File: src/rtl/fc_pkg.sv
// Shared widths, FSM encoding and the (index, value) record used by the top-2 scan.
// No logic, so no latency.
// No handshake of its own; it only supplies types and constants.
package fc_pkg;

    localparam int DW = 16;
    localparam int IW = 12;

    typedef enum logic [1:0] {
        S_IDLE   = 2'd0,
        S_SCAN   = 2'd1,
        S_RESULT = 2'd2
    } state_t;

    localparam logic [IW-1:0] NO_IDX  = {IW{1'b1}};
    localparam logic [DW-1:0] NEG_MIN = {1'b1, {(DW-1){1'b0}}};

    typedef struct packed {
        logic        [IW-1:0] idx;
        logic signed [DW-1:0] val;
    } entry_t;

endpackage

File: src/rtl/fc_top2_update.sv
// Folds one new (index, value) into a running best/second pair using strict signed compares.
// Purely combinational, so the updated pair is available in the same cycle.
// No handshake; the caller decides when to register the result.
module fc_top2_update
    import fc_pkg::*;
(
    input  entry_t                best_in,
    input  entry_t                second_in,
    input  logic     [IW-1:0]     new_idx,
    input  logic     [DW-1:0]     new_val,
    output entry_t                best_out,
    output entry_t                second_out
);

    // A strict greater-than means that on a tie the entry seen first keeps its place.
    always_comb begin
        best_out   = best_in;
        second_out = second_in;
        if ($signed(new_val) > $signed(best_in.val)) begin
            second_out = best_in;
            best_out   = '{idx: new_idx, val: new_val};
        end else if ($signed(new_val) > $signed(second_in.val)) begin
            second_out = '{idx: new_idx, val: new_val};
        end
    end

endmodule

File: src/rtl/fc_argmax.sv
// Scans one cout-beat vector of signed activations and reports the top-2 classes (index and value).
// The result is valid one cycle after the last beat is accepted; beats are accepted at 1 per cycle.
// din_ready drops only while a result waits; the result is held until res_ready is seen.
module fc_argmax #(
    parameter int DW = 16,
    parameter int IW = 12
) (
    input  logic          clk,
    input  logic          rst,
    input  logic [IW-1:0] cout,
    input  logic          din_valid,
    output logic          din_ready,
    input  logic [DW-1:0] din_data,
    output logic          res_valid,
    input  logic          res_ready,
    output logic [IW-1:0] res_idx,
    output logic [DW-1:0] res_val,
    output logic [IW-1:0] res_idx2,
    output logic [DW-1:0] res_val2,
    output logic          busy
);

    import fc_pkg::*;

    state_t        state;
    logic          ready_en;
    logic [IW-1:0] len;
    logic [IW-1:0] cnt;
    entry_t        best;
    entry_t        second;
    entry_t        upd_best;
    entry_t        upd_second;
    logic          accept;

    // ready_en keeps din_ready low through reset and releases it on the first cycle after reset.
    assign din_ready = (state == S_SCAN) ||
                       ((state == S_IDLE) && ready_en && (cout != '0));
    assign accept    = din_valid && din_ready;

    fc_top2_update u_update (
        .best_in    (best),
        .second_in  (second),
        .new_idx    (cnt),
        .new_val    (din_data),
        .best_out   (upd_best),
        .second_out (upd_second)
    );

    always_ff @(posedge clk) begin
        if (rst) begin
            state     <= S_IDLE;
            ready_en  <= 1'b0;
            len       <= '0;
            cnt       <= '0;
            best      <= '0;
            second    <= '0;
            res_valid <= 1'b0;
            busy      <= 1'b0;
        end else begin
            ready_en <= 1'b1;
            case (state)
                S_IDLE: begin
                    if (accept) begin
                        len    <= cout;
                        best   <= '{idx: '0, val: din_data};
                        second <= '{idx: NO_IDX, val: NEG_MIN};
                        cnt    <= IW'(1);
                        busy   <= 1'b1;
                        if (cout == IW'(1)) begin
                            state     <= S_RESULT;
                            res_valid <= 1'b1;
                        end else begin
                            state <= S_SCAN;
                        end
                    end
                end
                S_SCAN: begin
                    if (accept) begin
                        best   <= upd_best;
                        second <= upd_second;
                        cnt    <= cnt + IW'(1);
                        if (cnt == len - IW'(1)) begin
                            state     <= S_RESULT;
                            res_valid <= 1'b1;
                        end
                    end
                end
                S_RESULT: begin
                    if (res_valid && res_ready) begin
                        res_valid <= 1'b0;
                        busy      <= 1'b0;
                        state     <= S_IDLE;
                    end
                end
                default: state <= S_IDLE;
            endcase
        end
    end

    // Nothing is accepted in S_RESULT, so these hold still until the handshake.
    assign res_idx  = best.idx;
    assign res_val  = best.val;
    assign res_idx2 = second.idx;
    assign res_val2 = second.val;

endmodule

File: config.mk
export PLATFORM = sky130hd
export DESIGN_NAME = fc_argmax
export DESIGN_NICKNAME = d
export VERILOG_FILES = /design/src/rtl/fc_pkg.sv /design/src/rtl/fc_top2_update.sv /design/src/rtl/fc_argmax.sv
export SDC_FILE = /design/constraint.sdc
export NUM_CORES = 1
export LEC_CHECK = 0
export BUFFER_PORTS_ARGS = -buffer_cell sky130_fd_sc_hd__buf_2
export CORE_ASPECT_RATIO = 0.5
export CORE_MARGIN = 4
export CORE_UTILIZATION = 61
export CTS_CLUSTER_DIAMETER = 120
export CTS_CLUSTER_SIZE = 20
export DETAILED_ROUTE_END_ITERATION = 16
export GPL_ROUTABILITY_DRIVEN = 0
export PLACE_DENSITY = 0.95
export SLEW_MARGIN = 10
export SYNTH_ARGS = -nofsm -noshare
export SYNTH_HDL_FRONTEND = slang
export SYNTH_SLANG_ARGS = --single-unit
File: constraint.sdc
create_clock -name clk -period 4.68 [get_ports clk]
set_input_delay 0.468 -clock clk [delete_from_list [all_inputs] [get_ports clk]]
set_output_delay 0.468 -clock clk [all_outputs]
set_load 0.02 [all_outputs]
==> results.md, run 1 <==
* Setup crit end kind: flip-flop
* Reg area at 1700 sq um
* Sequential-to-total area share from yosys stat at 33.1%
* Worst vdd ir at 0.000175 V
* Non-Filler Instances at 786
* Post-CTS sizing at 0
* Number of CTS-inserted buffers at 9
* Pin count of the biggest net entering global routing at 51
* Hold_buf cts at 0
* Final wirelength at 14900 um
* Commonest non-fill, non-tap cells in the layout: buf_2, dfxtp_1, inv_1
* F_max at 304 MHz
* WP buf/inv at 1
* N_diodes at 0
* Min Clock Period, post-route at 3.28 ns
* Root Buffer: clkbuf_16
* Final Hold Vio Count at 0
* Area Growth Syn to Fin at 14.7%
* TritonCTS Sinks at 85
* Vias at 5118
* Share of cells above drive strength 1 at 20.3%
* Synth unique cells at 62
* Status: completed
* Pre-antenna DRT Iters at 8
* RSZ-0062 raised after global routing: no
* Multi-input combinational cell area at 3070 sq um
* #FFs+latches synth at 85
* Top cell family by delay on the critical path: compound AO/OA/AOI/OAI gates
* Max-cap violation count at 0
* Most frequent standard cell in the layout excluding fill and tap cells: buf_2
* Vias in the first global route at 4804
* Fill cells at 522
* Antenna Nets Post-Route at 0
* First-pass GRT wire length at 23700 um
* Pwr Density at 333 nW/um^2
* Crit path max-delay cell type: a41o_1
* Placed Cells incl. Taps at 770
* Slew HR at 27.3%
* Crit-path cells: inv_1 -> ha_1 -> nand4_2 -> nor4_2 -> and3_1 -> a41o_1 -> nor2_4 -> o21a_1 -> a221oi_1
* Core Rows at 23
* Slew Limit Fails at 0
* Skew-Pair Late Insertion Delay at 0.35 ns
* Worst slew pin tran at 1.09 ns
* Mapped Avg Cell Area at 8.54 sq um
* Startpoint Class: flip-flop
* Post CTS Setup Buffer Count at 0
* GR Overflow Total at 0
* Port Buffers at 90
* Fin util at 72.7%
* CTS tree: done
* # nets final at 735
* Routed vias/inst at 6.51
* Count of final setup violators at 0
* Initial Utilization at 63.4%
* H-tree levels at 3
* I/O pins at 91
* Main flop type after synthesis: dfxtp_1
* DR iter-0 viols at 556
* Post-synth EDFFs at 0
* Fin crit share at 70.2%
* Leakage power at 0.00265 uW
* Crit path DAT at 3.51 ns
* CP peak stage delay at 0.57 ns
* Total track usage at 29.8%
* Final setup TNS at 0 ns
* Die Span Y at 73.0 um
* Syn_nets at 669
* Power Total at 1970 uW
* Initial antenna violation count at 0
* Worst Path Max Fanout at 17
* Post-Synthesis Cells at 603
* Async S/R FF share, synth at 0%
* Syn. warnings at 0
* Dpl hpwl at 9600 um
* DR DRC count at 0
* Worst Hold Class: input pin to flip-flop
* Avg WL per Cell at 19.0 um
* CTS Buffer Depth at 2
* Worst clock skew at 0.00843 ns
* Die width at 138 um
* Crit Path Category: flip-flop to flip-flop
* Syn Std Cell Area at 5150 sq um
* CP Data Required Time at 4.91 ns
* Core area at 8120 sq um
* Clock transition at path regs at 0.06 ns
* Die ar. at 10100 sq um
## Yosys cell counts (4+ instances only)
master | number | area (sq um)
a211oi_1 | 6 | 45.0
dfxtp_1 | 85 | 1700
xnor2_1 | 8 | 70.1
and3_1 | 6 | 37.5
nor2_1 | 40 | 150
nand4_1 | 8 | 50.1
nand2b_1 | 5 | 31.3
xor2_1 | 16 | 140
mux2i_1 | 40 | 400
nor3_1 | 22 | 110
nand2_1 | 48 | 180
clkbuf_1 | 30 | 113
buf_2 | 5 | 25.0
nand3_1 | 24 | 120
a221oi_2 | 11 | 165
o211a_1 | 11 | 110
a41o_1 | 12 | 120
inv_1 | 50 | 188
o21ai_0 | 30 | 150
a31oi_1 | 20 | 125
nor2b_1 | 4 | 25.0
a21oi_1 | 32 | 160
ha_1 | 34 | 425
nor4_1 | 6 | 37.5
## worst min-delay path: stages
cell     delay, ns
buf_2         0.09
mux2i_1       0.06
nor2_1        0.07
## stage by stage
step | hold slack, ns | worst slack (ns) | area, sq um
6_report | 0.379 | 1.40 | 5900
5_1_grt | 0.404 | 1.21 | 5900
4_1_cts | 0.378 | 1.42 | 5900
3_5_place_dp | 0.450 | 1.32 | 5600
3_3_place_gp | 0.447 | 1.41 | 5600
2_1_floorplan | 0.480 | 2.05 | 5150
## report_power, final
part | internal, uW | leakage, uW | switching (uW)
clock network | 429 | 0.000146 | 300
registers | 760 | 0.000693 | 39.2
logic | 154 | 0.00182 | 285
## flip-flops by register name, summed over array words and instances, names as in the netlist
name	flops
res_idx	12
res_val2	16
cnt	12
state	2
busy	1
res_val	16
res_valid	1
res_idx2	12
ready_en	1
len	12
## layout make-up
class	instances	area share, %
Inverter	50	3.18
Multi-Input combinational cell	426	52.0
Tap cell	112	2.37
Clock inverter	5	1.02
Clock buffer	11	4.11
Sequential cell	85	28.8
Timing Repair Buffer	97	8.52
## layer usage
metal | global-route usage (%) | up-vias | part of all wire [%]
li1 | - | 2317 | -
met1 | 35.3 | 2402 | 39
met2 | 50.1 | 323 | 47
met3 | 6.96 | 76 | 8.6
met4 | 17.5 | 0 | 4.7
met5 | 0 | - | 0
## cell families after synthesis
family	count (synthesis)	share of synthesized area, %
simple gates	181	17.5
mux	40	7.78
buf+inv	92	7.44
xor+xnor	24	4.08
compound gates	147	21.9
fa+ha+maj	34	8.26
flops	85	33.1
## worst paths after layout
path                                to  slack, ns  cells after the start                     start
min reg2reg   res_idx2[5]$_SDFFE_PP0P_       0.46                      2  res_idx2[5]$_SDFFE_PP0P_
max          res_val2[15]$_SDFFE_PP0P_       1.40                      9  res_val[15]$_SDFFE_PP0P_
min                len[9]$_SDFFE_PP0P_       0.38                      3                   cout[9]
max reg2reg  res_val2[15]$_SDFFE_PP0P_       1.40                      9  res_val[15]$_SDFFE_PP0P_
No activity file was read; power rests on OpenSTA's default activity.
==> run 2: changes to the inputs <==
--- a/config.mk
+++ b/config.mk
@@ -5,15 +5,16 @@
 export SDC_FILE = /design/constraint.sdc
 export NUM_CORES = 1
 export LEC_CHECK = 0
+export ABC_AREA = 1
 export BUFFER_PORTS_ARGS = -buffer_cell sky130_fd_sc_hd__buf_2
 export CORE_ASPECT_RATIO = 0.5
 export CORE_MARGIN = 4
-export CORE_UTILIZATION = 61
+export CORE_UTILIZATION = 51
 export CTS_CLUSTER_DIAMETER = 120
 export CTS_CLUSTER_SIZE = 20
 export DETAILED_ROUTE_END_ITERATION = 16
 export GPL_ROUTABILITY_DRIVEN = 0
-export PLACE_DENSITY = 0.95
+export PLACE_DENSITY = 0.86
 export SLEW_MARGIN = 10
 export SYNTH_ARGS = -nofsm -noshare
 export SYNTH_HDL_FRONTEND = slang
==> constraint.sdc (replaced) <==
create_clock -name clk -period 2.8 [get_ports clk]
set_input_delay 0.28 -clock clk [delete_from_list [all_inputs] [get_ports clk]]
set_output_delay 0.28 -clock clk [all_outputs]
set_load 0.02 [all_outputs]
==> results.md, run 2 <==
* Status: completed
* Post CTS Setup Buffer Count at 0
* Final wirelength at 14000 um
* Die width at 152 um
* Crit Path Category: flip-flop to flip-flop
* Core Rows at 25
* Sequential-to-total area share from yosys stat at 32.2%
* RSZ-0062 raised after global routing: no
* Mapped Avg Cell Area at 6.53 sq um
* # nets final at 948
* Min Clock Period, post-route at 2.45 ns
* Commonest non-fill, non-tap cells in the layout: nand2_1, nor2_1, inv_1
* Vias at 5505
* Hold Slack at 0.214 ns
* Hold_buf cts at 0
* Initial Utilization at 54.2%
* Avg WL per Cell at 13.7 um
* Logic pwr share at 36.0%
* Count of final setup violators at 0
* Dpl hpwl at 10100 um
* Number of CTS-inserted buffers at 9
* Port Buffers at 90
* Most frequent standard cell in the layout excluding fill and tap cells: nand2_1
* Routed vias/inst at 5.39
* TritonCTS Sinks at 85
* Sw Ratio at 38.6%
* Worst slew pin tran at 0.734 ns
* Vias in the first global route at 5094
* GR Overflow Total at 0
* Synth unique cells at 34
* CTS tree: done
* Pre-antenna DRT Iters at 5
* Synth top area cells: dfxtp_1, nand2_1, nor2_1, ha_1, inv_1
* Reg power frac at 35.4%
* Share of cells above drive strength 1 at 15.6%
* I/O pins at 91
* Post-Synthesis Cells at 810
* Die Span Y at 80.0 um
* Final setup TNS at 0 ns
* NetSw at 1640 uW
* Clock network fraction of total power at 28.5%
* CP Data Required Time at 3.04 ns
* F_max at 408 MHz
* First-pass GRT wire length at 23700 um
* Syn Std Cell Area at 5290 sq um
* DR DRC count at 0
* Worst Path Max Fanout at 43
* Async S/R FF share, synth at 0%
* Cell with the most instances after synthesis: nand2_1
* Main flop type after synthesis: dfxtp_1
* Worst Hold Class: input pin to flip-flop
* Core area at 9760 sq um
* Root Buffer: clkbuf_16
* Internal at 2610 uW
* Reg2reg start: res_val2[15]$_SDFFE_PP0P_
* Final Hold Vio Count at 0
* Slew HR at 51.0%
* Worst clock skew at 0.00799 ns
* CTS Buffer Depth at 2
* Fin util at 62.0%
* Crit path DAT at 2.69 ns
* Slew Limit Fails at 0
* Initial antenna violation count at 0
* Fin crit share at 87.6%
* Total track usage at 23.2%
* Syn_nets at 876
* Die ar. at 12200 sq um
* Post-synth top cells: nand2_1, nor2_1, inv_1
* Startpoint Class: flip-flop
* Design area at 6050 sq um
* Area share of the largest cell type after synthesis at 32.2%
* Post-synth EDFFs at 0
* Area Growth Syn to Fin at 14.4%
* #FFs+latches synth at 85
* Pin count of the biggest net entering global routing at 44
* Antenna Nets Post-Route at 0
* Skew-Pair Late Insertion Delay at 0.35 ns
* Leakage power at 0.00286 uW
* Max-cap violation count at 0
* Syn. warnings at 0
* DR iter-0 viols at 526
* Hold path startpoint: din_data[0]
* Clock transition at path regs at 0.06 ns
* N_diodes at 0
* Worst vdd ir at 0.000334 V
* Post-CTS sizing at 0
* Placed cell area at 5750 sq um
* Cell taking the most area after synthesis: dfxtp_1
* Worst Setup SP: res_val2[15]$_SDFFE_PP0P_
* Pwr Density at 702 nW/um^2
* Setup crit end kind: flip-flop
* H-tree levels at 3
## run 2: cell count changes after synthesis, moves of 20 or more
cell and delta:
nand2_1 +113, nor2_1 +102, a31oi_1 -20, clkbuf_1 -22
nand3_1 +45, mux2i_1 -40, nand4_1 +25, inv_1 +47
## run 2: cells by family after synthesis
| logic type | count (synthesis) | synth area share [%] |
|---|---|---|
| AO/OA/AOI/OAI | 100 | 9.95 |
| XOR/XNOR | 13 | 2.15 |
| flip-flops | 85 | 32.2 |
| AND/OR/NAND/NOR | 437 | 36.1 |
| buffers and inverters | 141 | 11.6 |
| adder cells (fa/ha/maj) | 34 | 8.04 |
## run 2: power by group through the flow
stage	logic (uW)	clock network [uW]	registers (uW)
after global placement	1470	0	1520
after CTS	1530	1220	1500
after floorplan	1010	0	1670
after detailed placement	1520	0	1530
final	1530	1210	1510
after global routing	1720	1290	1530
## run 2: critical path: stages (launching register included)
cell and delay [ns]:
dfxtp_1 0.35, inv_1 0.06, ha_1 0.31, nand2_1 0.10, inv_1 0.07, nand3_1 0.08
nor3_1 0.21, nand2_1 0.13, nand2_1 0.07, nand2_1 0.05, nand2_1 0.07, nand2_2 0.19
nand2_4 0.42, nand2_1 0.10, nand2_1 0.08, nor2_1 0.04
## run 2: area by class of cell
type	instances	area, sq um
Sequential cell	85	1700
Clock inverter	6	62.6
Clock buffer	10	239
Tap cell	135	169
Inverter	103	389
Multi-Input combinational cell	584	2970
Timing Repair Buffer	99	518
Fill cell	903	3710
## run 2: routing by layer
layer	GRT usage, %	vias up	share of wire (%)
li1	-	2759	-
met1	27.7	2523	43
met2	42.0	184	48
met3	4.82	39	6.7
met4	8.07	0	2.0
met5	0	-	0
## run 2: per-stage QoR
stage	cells	setup slack [ns]	power, uW
3_3_place_gp	1006	0.450	2990
4_1_cts	1022	0.351	4260
6_report	1022	0.347	4250
2_1_floorplan	810	0.746	2680
3_5_place_dp	1006	0.351	3050
5_1_grt	1022	0.0783	4540
## run 2: worst paths after layout
| check | end | slack [ns] | cells past startpoint |
|---|---|---|---|
| hold reg to reg | busy$_SDFFE_PP0P_ | 0.47 | 2 |
| setup reg to reg | res_val2[5]$_SDFFE_PP0P_ | 0.35 | 15 |
| hold / removal | res_val[0]$_SDFFE_PP0P_ | 0.21 | 3 |
| setup / recovery | res_val2[5]$_SDFFE_PP0P_ | 0.35 | 15 |
==> run 3: changes to the inputs <==
--- a/config.mk
+++ b/config.mk
@@ -7,7 +7,7 @@
 export LEC_CHECK = 0
 export ABC_AREA = 1
 export BUFFER_PORTS_ARGS = -buffer_cell sky130_fd_sc_hd__buf_2
-export CORE_ASPECT_RATIO = 0.5
+export CORE_ASPECT_RATIO = 1.2
 export CORE_MARGIN = 4
 export CORE_UTILIZATION = 51
 export CTS_CLUSTER_DIAMETER = 120
@@ -15,6 +15,7 @@
 export DETAILED_ROUTE_END_ITERATION = 16
 export GPL_ROUTABILITY_DRIVEN = 0
 export PLACE_DENSITY = 0.86
+export SKIP_LAST_GASP = 1
 export SLEW_MARGIN = 10
 export SYNTH_ARGS = -nofsm -noshare
 export SYNTH_HDL_FRONTEND = slang
==> results.md, run 3 (same netlist as run 2, synthesis figures left out) <==
* Status: completed
* Skew-Pair Late Insertion Delay at 0.34 ns
* Pre-antenna DRT Iters at 7
* Leakage power at 0.00287 uW
* Startpoint Class: flip-flop
* Pin count of the biggest net entering global routing at 59
* Die width at 101 um
* Antenna Nets Post-Route at 0
* Final wirelength at 14000 um
* Crit Reg-Reg Endpoint: res_idx2[9]$_SDFFE_PP0P_
* Reg2reg start: res_val[11]$_SDFFE_PP0P_
* CP Data Required Time at 3.01 ns
* Commonest non-fill, non-tap cells in the layout: nand2_1, nor2_1, inv_1
* Share of cells above drive strength 1 at 15.4%
* TritonCTS Sinks at 85
* WP buf/inv at 1
* # nets final at 949
* Post-CTS sizing at 0
* Port Buffers at 90
* Crit path DAT at 2.74 ns
* Die Span Y at 120 um
* Top cell family by delay on the critical path: simple AND/OR/NAND/NOR gates
* Root Buffer: clkbuf_16
* Initial antenna violation count at 0
* WHS Endpoint: len[6]$_SDFFE_PP0P_
* Clock transition at path regs at 0.06 ns
* Post CTS Setup Buffer Count at 0
* Crit-path cells: inv_1 -> ha_1 -> nand4_1 -> nor3_2 -> nand2_1 -> nand2_1 -> nand2_2 -> nand3_2 -> nand2_2 -> nand2_4 -> nand2_4 -> nand2_1 -> a21oi_1
* Most Frequent Cell on Critical Path: nand2_1
* Worst Path Max Fanout at 43
* RSZ-0062 raised after global routing: no
* Crit Path Category: flip-flop to flip-flop
* GR Overflow Total at 0
* Number of CTS-inserted buffers at 9
* Vias at 5474
* Initial Utilization at 52.6%
* CP peak stage delay at 0.38 ns
* Final setup TNS at 0 ns
* Area Growth Syn to Fin at 14.2%
* Pwr Density at 700 nW/um^2
* F_max at 395 MHz
* DR DRC count at 0
* Worst vdd ir at 0.000329 V
* Min Clock Period, post-route at 2.53 ns
* Setup crit end kind: flip-flop
* Count of final setup violators at 0
* Slew Limit Fails at 0
* Hold_buf cts at 0
* Crit path max-delay cell type: dfxtp_1
* Die ar. at 12100 sq um
* Vias in the first global route at 5027
* Dpl hpwl at 9930 um
* Worst R2R Setup Slack at 0.27 ns
* H-tree levels at 3
* Fin crit share at 90.5%
* Worst clock skew at 0.00940 ns
* Worst slew pin tran at 0.520 ns
* Slew HR at 65.3%
* Core Rows at 40
* N_diodes at 0
* Most frequent standard cell in the layout excluding fill and tap cells: nand2_1
* Final Hold Vio Count at 0
* Max-cap violation count at 0
* Hold path startpoint: cout[6]
* Worst Hold Class: input pin to flip-flop
* Routed vias/inst at 5.40
* Hold depth at 3
* Fin util at 60.1%
* Core area at 10100 sq um
* CTS Buffer Depth at 2
* Avg WL per Cell at 13.8 um
* First-pass GRT wire length at 23300 um
* R2r worst-path depth at 13
* CTS tree: done
* DR iter-0 viols at 442
* I/O pins at 91
* Total track usage at 23.6%
-- run 3: cell count changes in the layout (fill, tap and decap cells not counted), sizes merged --
| cell | delta |
|---|---|
| clkinvlp | -2 |
| clkbuf | +2 |
| buf | +1 |
-- run 3: report_power, final --
part	switching (uW)	internal (uW)
Sequential	134	1380
Combinational	1010	521
Clock	473	713
Total	1620	2610
-- run 3: how the worst max path moves through the flow --
stage	start	endpoint	cells past startpoint
2_1_floorplan	res_val[13]$_SDFFE_PP0P_	res_idx2[6]$_SDFFE_PP0P_	16
4_1_cts	res_val[11]$_SDFFE_PP0P_	res_idx2[9]$_SDFFE_PP0P_	13
6_report	res_val[11]$_SDFFE_PP0P_	res_idx2[9]$_SDFFE_PP0P_	13
3_3_place_gp	din_data[11]	res_idx2[0]$_SDFFE_PP0P_	13
3_5_place_dp	din_data[7]	res_idx2[9]$_SDFFE_PP0P_	15
5_1_grt	res_val[10]$_SDFFE_PP0P_	res_val2[5]$_SDFFE_PP0P_	14
-- run 3: area by class of cell --
class | instances | area (sq um)
inverters | 103 | 389
clock buffers | 12 | 246
repair buffers | 100 | 526
well taps | 126 | 158
fillers | 921 | 4020
multi-input cells | 584 | 2970
clock inverters | 4 | 47.5
flip-flops and latches | 85 | 1700
-- run 3: tightest hold or removal path, delay by kind of cell --
kind / cells / cell delay, ns
buf+inv: 1 / 0.08
compound gates: 2 / 0.17
-- run 3: metrics by stage --
| stage | power [uW] | setup WS, ns | cell area, sq um | cells | hold slack, ns |
|---|---|---|---|---|---|
| 2_1_floorplan | 2680 | 0.746 | 5290 | 810 | 0.444 |
| 3_3_place_gp | 3010 | 0.410 | 5750 | 998 | 0.465 |
| 3_5_place_dp | 3050 | 0.343 | 5750 | 998 | 0.470 |
| 4_1_cts | 4230 | 0.315 | 6040 | 1014 | 0.227 |
| 5_1_grt | 4500 | 0.0533 | 6040 | 1014 | 0.250 |
| 6_report | 4230 | 0.267 | 6040 | 1014 | 0.225 |
-- run 3: layer usage --
metal,global-route usage (%),share of wire [%],vias up
met5,0,0,-
met4,9.48,2.6,0
met3,3.90,6.1,38
met2,42.0,51,194
met1,27.6,41,2472
li1,-,-,2770
